==> src/rtl/ysyx_22041412_csr_ctrl.sv <==
// ysyx_22041412_csr_ctrl
// Execute-stage requester for the machine-CSR unit. Accepts one decoded
// SYSTEM instruction, maps the CSR number to the unit's 3-bit index, runs
// the en/ready request protocol (including the held-enable commit cycle
// for writes) and returns either rd writeback data or a fetch redirect.
module ysyx_22041412_csr_ctrl #(
    parameter int TIMEOUT = 16
) (
    input  logic        clk,
    input  logic        rst,
    input  logic        in_valid,
    output logic        in_ready,
    input  logic [63:0] in_pc,
    input  logic [2:0]  in_op,
    input  logic [11:0] in_csr,
    input  logic [63:0] in_rs1,
    input  logic [4:0]  in_zimm,
    input  logic [4:0]  in_rd,
    input  logic        in_ecall,
    input  logic        in_mret,
    input  logic        flush,
    output logic        csr_en,
    output logic [2:0]  csr_addr,
    output logic [2:0]  csr_func3,
    output logic [63:0] csr_wdata,
    output logic [63:0] csr_pc,
    input  logic [63:0] csr_rdata,
    input  logic        csr_ready,
    output logic        out_valid,
    input  logic        out_ready,
    output logic [4:0]  out_rd,
    output logic        out_we,
    output logic [63:0] out_data,
    output logic        redir_valid,
    output logic [63:0] redir_pc,
    output logic        illegal,
    output logic        timeout
);

    localparam int CW = (TIMEOUT > 2) ? $clog2(TIMEOUT) : 1;

    typedef enum logic [1:0] {IDLE, REQ, WR, DONE} state_t;

    state_t      r_state, w_next;
    logic [63:0] r_pc, r_wdata, r_data;
    logic [2:0]  r_op, r_addr;
    logic [4:0]  r_rd;
    logic        r_sys, r_illegal, r_timeout, r_flushed;
    logic [CW-1:0] r_cnt;

    logic        w_accept, w_sys_in, w_hit, w_ill_in, w_last, w_drop, w_ok;
    logic [2:0]  w_map, w_addr_in;

    // Decode the offered instruction: CSR index, legality, unit address.
    always_comb begin
        // NOTE: every signal driven here gets a default first so no path
        // can leave it unassigned and infer a latch.
        w_hit = 1'b1;
        w_map = 3'd0;
        case (in_csr)
            12'h300: w_map = 3'd2;
            12'h305: w_map = 3'd3;
            12'h341: w_map = 3'd4;
            12'h342: w_map = 3'd5;
            default: w_hit = 1'b0;
        endcase
        w_sys_in  = (in_op == 3'b000);
        w_ill_in  = (in_op == 3'b100) ||
                    (w_sys_in ? !(in_ecall ^ in_mret) : !w_hit);
        w_addr_in = w_sys_in ? {2'b00, in_ecall} : w_map;
    end

    assign w_accept = (r_state == IDLE) && in_valid;
    assign w_last   = (r_cnt == CW'(TIMEOUT - 1));
    // A flush seen anywhere during the protocol discards the result at the end.
    assign w_drop   = r_flushed || flush;

    // State register.
    always_ff @(posedge clk or posedge rst) begin
        // NOTE: sequential state uses non-blocking assignments so every
        // register samples pre-edge values regardless of block ordering.
        if (rst) r_state <= IDLE;
        else     r_state <= w_next;
    end

    // Next-state logic.
    always_comb begin
        w_next = r_state;
        case (r_state)
            IDLE: if (in_valid) w_next = w_ill_in ? DONE : REQ;
            REQ: begin
                if (csr_ready) begin
                    if (r_op != 3'b000) w_next = WR;
                    else                w_next = w_drop ? IDLE : DONE;
                end else if (w_last) begin
                    w_next = w_drop ? IDLE : DONE;
                end
            end
            WR:      w_next = w_drop ? IDLE : DONE;
            DONE:    if (flush || out_ready) w_next = IDLE;
            default: w_next = IDLE;
        endcase
    end

    // Latch the instruction on accept; capture response, count REQ cycles.
    always_ff @(posedge clk or posedge rst) begin
        if (rst) begin
            r_pc      <= '0;
            r_wdata   <= '0;
            r_data    <= '0;
            r_op      <= '0;
            r_addr    <= '0;
            r_rd      <= '0;
            r_sys     <= 1'b0;
            r_illegal <= 1'b0;
            r_timeout <= 1'b0;
            r_flushed <= 1'b0;
            r_cnt     <= '0;
        end else if (w_accept) begin
            r_pc      <= in_pc;
            r_wdata   <= in_op[2] ? {59'b0, in_zimm} : in_rs1;
            r_data    <= '0;
            r_op      <= in_op;
            r_addr    <= w_addr_in;
            r_rd      <= in_rd;
            r_sys     <= w_sys_in;
            r_illegal <= w_ill_in;
            r_timeout <= 1'b0;
            r_flushed <= 1'b0;
            r_cnt     <= '0;
        end else if (r_state == REQ) begin
            r_cnt <= r_cnt + 1'b1;
            if (flush) r_flushed <= 1'b1;
            if (csr_ready)   r_data    <= csr_rdata;
            else if (w_last) r_timeout <= 1'b1;
        end else if (r_state == WR) begin
            if (flush) r_flushed <= 1'b1;
        end
    end

    // Output decode from state and latched fields.
    always_comb begin
        w_ok        = (r_state == DONE) && !r_illegal && !r_timeout;
        in_ready    = (r_state == IDLE);
        csr_en      = (r_state == REQ) || (r_state == WR);
        csr_addr    = csr_en ? r_addr  : 3'd0;
        csr_func3   = csr_en ? r_op    : 3'd0;
        csr_wdata   = csr_en ? r_wdata : 64'd0;
        csr_pc      = csr_en ? r_pc    : 64'd0;
        out_valid   = (r_state == DONE);
        out_rd      = out_valid ? r_rd : 5'd0;
        out_we      = w_ok && !r_sys && (r_rd != 5'd0);
        out_data    = w_ok ? r_data : 64'd0;
        redir_valid = w_ok && r_sys;
        redir_pc    = redir_valid ? r_data : 64'd0;
        illegal     = out_valid && r_illegal;
        timeout     = out_valid && r_timeout;
    end

endmodule

==> config.mk <==
export PLATFORM = sky130hd
export DESIGN_NAME = ysyx_22041412_csr_ctrl
export DESIGN_NICKNAME = d
export VERILOG_FILES = /design/src/rtl/ysyx_22041412_csr_ctrl.sv
export SDC_FILE = /design/constraint.sdc
export NUM_CORES = 1
export LEC_CHECK = 0
export BUFFER_PORTS_ARGS = -buffer_cell sky130_fd_sc_hd__buf_4
export CORE_AREA = 2 2 196 198
export DETAILED_ROUTE_END_ITERATION = 10
export DIE_AREA = 0 0 198 200
export PLACE_DENSITY = 0.59
export SYNTH_ARGS = -nofsm -noshare
export SYNTH_HDL_FRONTEND = slang
export SYNTH_SLANG_ARGS = --single-unit
==> constraint.sdc <==
create_clock -name clk -period 5.81 [get_ports clk]
set_input_delay 0.2905 -clock clk [delete_from_list [all_inputs] [get_ports clk]]
set_output_delay 0.2905 -clock clk [all_outputs]
set_load 0.01 [all_outputs]
==> results.md <==
- Result of the run: finished, final reports clean
- Tmin final: 3180 ps
- Most used cell, CP: buf_4
- Fin Setup TNS: 0 ps
- Post-synth top area cell: dfrtp_1
- Worst skew pair latency: approximately 530 ps
- Post-CTS Setup Repair Bufs: 0
- Fraction of registers with async set/reset: 100%
- Worst clock skew: roughly 10 ps
- Seq/Total Area, Yosys: 51.6%
- CTS Buf Count: 26
- Syn avg cell area: slightly above 9 µm²
- Core box area: around 37,000 µm²
- CP Capture Type: output port
- Die X: 198 µm
- CP required: 5520 ps
- Vias in the first global route: 10,400
- Worst Path Buf+Inv: 2
- DR pass1 iterations: 7
- GP Congestion: 0.804
- Crit path launch: r_state[0]$_DFFE_PP0P_
- Leakage: around 9.2 nW
- Die Area: 39,600 µm²
- Wirelength per Cell: approximately 17 µm
- Grt ovf: 0
- Mapped cell area: 10,300 µm²
- CP max stage delay: 750 ps
- Setup CP Type: reg2out
- Mapped Cells: 1,128
- Unrepaired setup endpoints after global routing: no
- Final hold violations: 0
- Clk sinks: 213
- Syn-to-layout area delta: 67.2%
- Row count: 71
- Num ports: 499
- CTS Root Cell: clkbuf_16
- CTS tree: built
- H-tree levels: 1
- Max-slew headroom: between 30% and 40%
- Syn Nets: 1,359
- Final worst-path cycle share: roughly 55%
- Commonest cells post-synth: nand2_1 (348), dfrtp_1 (213), and2_1 (202)
- Fmax: 315 MHz
- CTS Hold Buffers Added: just under 200
- Number of enable flip-flop cells after synthesis: 0
- Min-delay src: in_op[1]
- Synth top area share: 51.6%
- Primary FF master, synth: dfrtp_1
- Post-cts sizing count: 0
- DRT iter0 DRCs: 371
- Yosys warnings: 0
- Tightest Hold Check Type: in2reg
- Count leader, synth: nand2_1
- Max clock buf depth: 3
- Share of cells above drive strength 1: a little under a third
- IO Port Bufs: 498
- Clock Pin Slew Worst Setup and Hold Paths: 60 ps
- Final setup fails: 0
- Total number of vias: 10,300
- Gr usage total: approximately a fifth
- Slowest CP cell: buf_4
- Die Y: 200 µm
- # fillers: 3,527
- Crit path max-delay family: buffers and inverters
- Max VDD drop: 0.313 mV
- Initial Util: 27.6%
- Worst setup SP type: flop
- Number of nets in the layout: 2,001
- Worst path arrival time: 2890 ps
- Worst Path Max Fanout: 130
- Pwr Total: 7.81 mW
- Final WL: between 30,000 and 40,000 µm
- Global-route wire length before repair: 59,300 µm
- HPWL Detailed: about 26,000 µm
- Drt drc: 0
- Worst-path cell chain: ha_1, nor3b_4, buf_4, and3_1, buf_4
- Hold WS: 23.0 ps
- Count of different cell masters after synthesis: 44
- #FFs+latches synth: 213
- Antenna-violating nets left: 0
- Pwr/cell area: 452 nW/µm²
- Initial antenna violation count: 1
- Dominant cells by area after synthesis: dfrtp_1 (52%), nand2_1 (13%), and2_1 (12%)
- Pin count of the biggest net entering global routing: 131
- Slew @ Worst Pin: approximately 1000 ps
- Vias per cell: 4.48
- Max capacitance violation total: 0
- Final Max Tran Viols: 0
- Final instance area: approximately 17,000 µm²
- FF-to-FF Start: r_state[0]$_DFFE_PP0P_
- Placed cell areas: 14,400 µm²
==> report_power, final <==
part	leakage (nW)	internal [mW]	switching, mW
registers	2.74	2.19	0.509
logic	6.00	1.59	1.81
clock network	0.452	1.05	0.657
==> path summary, 6_finish.rpt <==
path | end | slack, ps | cells after the start
setup reg to reg | r_wdata[30]$_DFFE_PP0P_ | 3220 | 6
hold reg to reg | r_wdata[62]$_DFFE_PP0P_ | 460 | 2
min in group asynchronous | r_pc[6]$_DFFE_PP0P_ | 420 | 4
setup / recovery | redir_pc[46] | 2630 | 5
max in group asynchronous | r_wdata[42]$_DFFE_PP0P_ | 3930 | 5
hold / removal | r_op[1]$_DFFE_PP0P_ | 20 | 3
==> routing by layer <==
metal	wire length (µm)	track usage, %	vias to the layer above
li1	-	-	4954
met3	2800	4.55	61
met2	19400	33.4	370
met5	0	0	-
met4	1330	6.24	0
met1	15500	23.0	4924
==> kinds of logic (layout without fill, tap and decap cells) <==
family	Yosys count	after routing	synth area share, %
buffers and inverters	93	755	3.96
and+or+nand+nor	714	714	35.5
adders and majority gates	6	6	0.726
other	0	1	0
AOI/OAI and AO/OA	89	89	7.12
muxes	6	6	0.581
xor gates and xnor gates	7	7	0.593
DFF	213	213	51.6
==> layout by cell type, fill, tap and decap left out, types with 6 or more instances in the layout <==
master and count:
nand3b_1 59, and3_1 62, dfrtp_1 212, buf_4 508, dlygate4sd3_1 194, and2_1 201
nand2_1 347, a22o_1 64, o21ai_0 11, clkbuf_16 27, nor2_1 12, mux2i_1 6
clkbuf_8 9
==> stage by stage <==
stage               util (%)  std cells  setup slack [ps]
floorplan                  -       1128              2750
detailed placement      38.6       2059              3190
global placement        38.6       2059              3240
CTS                     46.2       2301              2640
finish                  46.2       2302              2630
global route            46.2       2302              2450
==> layout make-up <==
type | count | area, µm² | area share (%)
antenna | 1 | 2.50 | 0.0145
clock buffer | 41 | 818 | 4.74
clock inverter | 7 | 88.8 | 0.514
inverter | 5 | 22.5 | 0.130
multi-input combinational | 822 | 4620 | 26.7
sequential | 213 | 5330 | 30.9
tap | 511 | 639 | 3.70
timing repair buffer | 702 | 5760 | 33.3
==> tightest hold or removal path, stage by stage <==
cell and delay (ps):
buf_4 130, nand2_1 50, nand2_1 50
==> state kept, by name, indices dropped and copies added (netlist names) <==
register / count
r_cnt: 4
r_data: 64
r_addr: 3
r_wdata: 64
r_rd: 5
r_illegal: 1
r_sys: 1
r_flushed: 1
r_state: 2
r_op: 3
r_timeout: 1
r_pc: 64
Note: power is estimated with default switching activity, not from simulation.
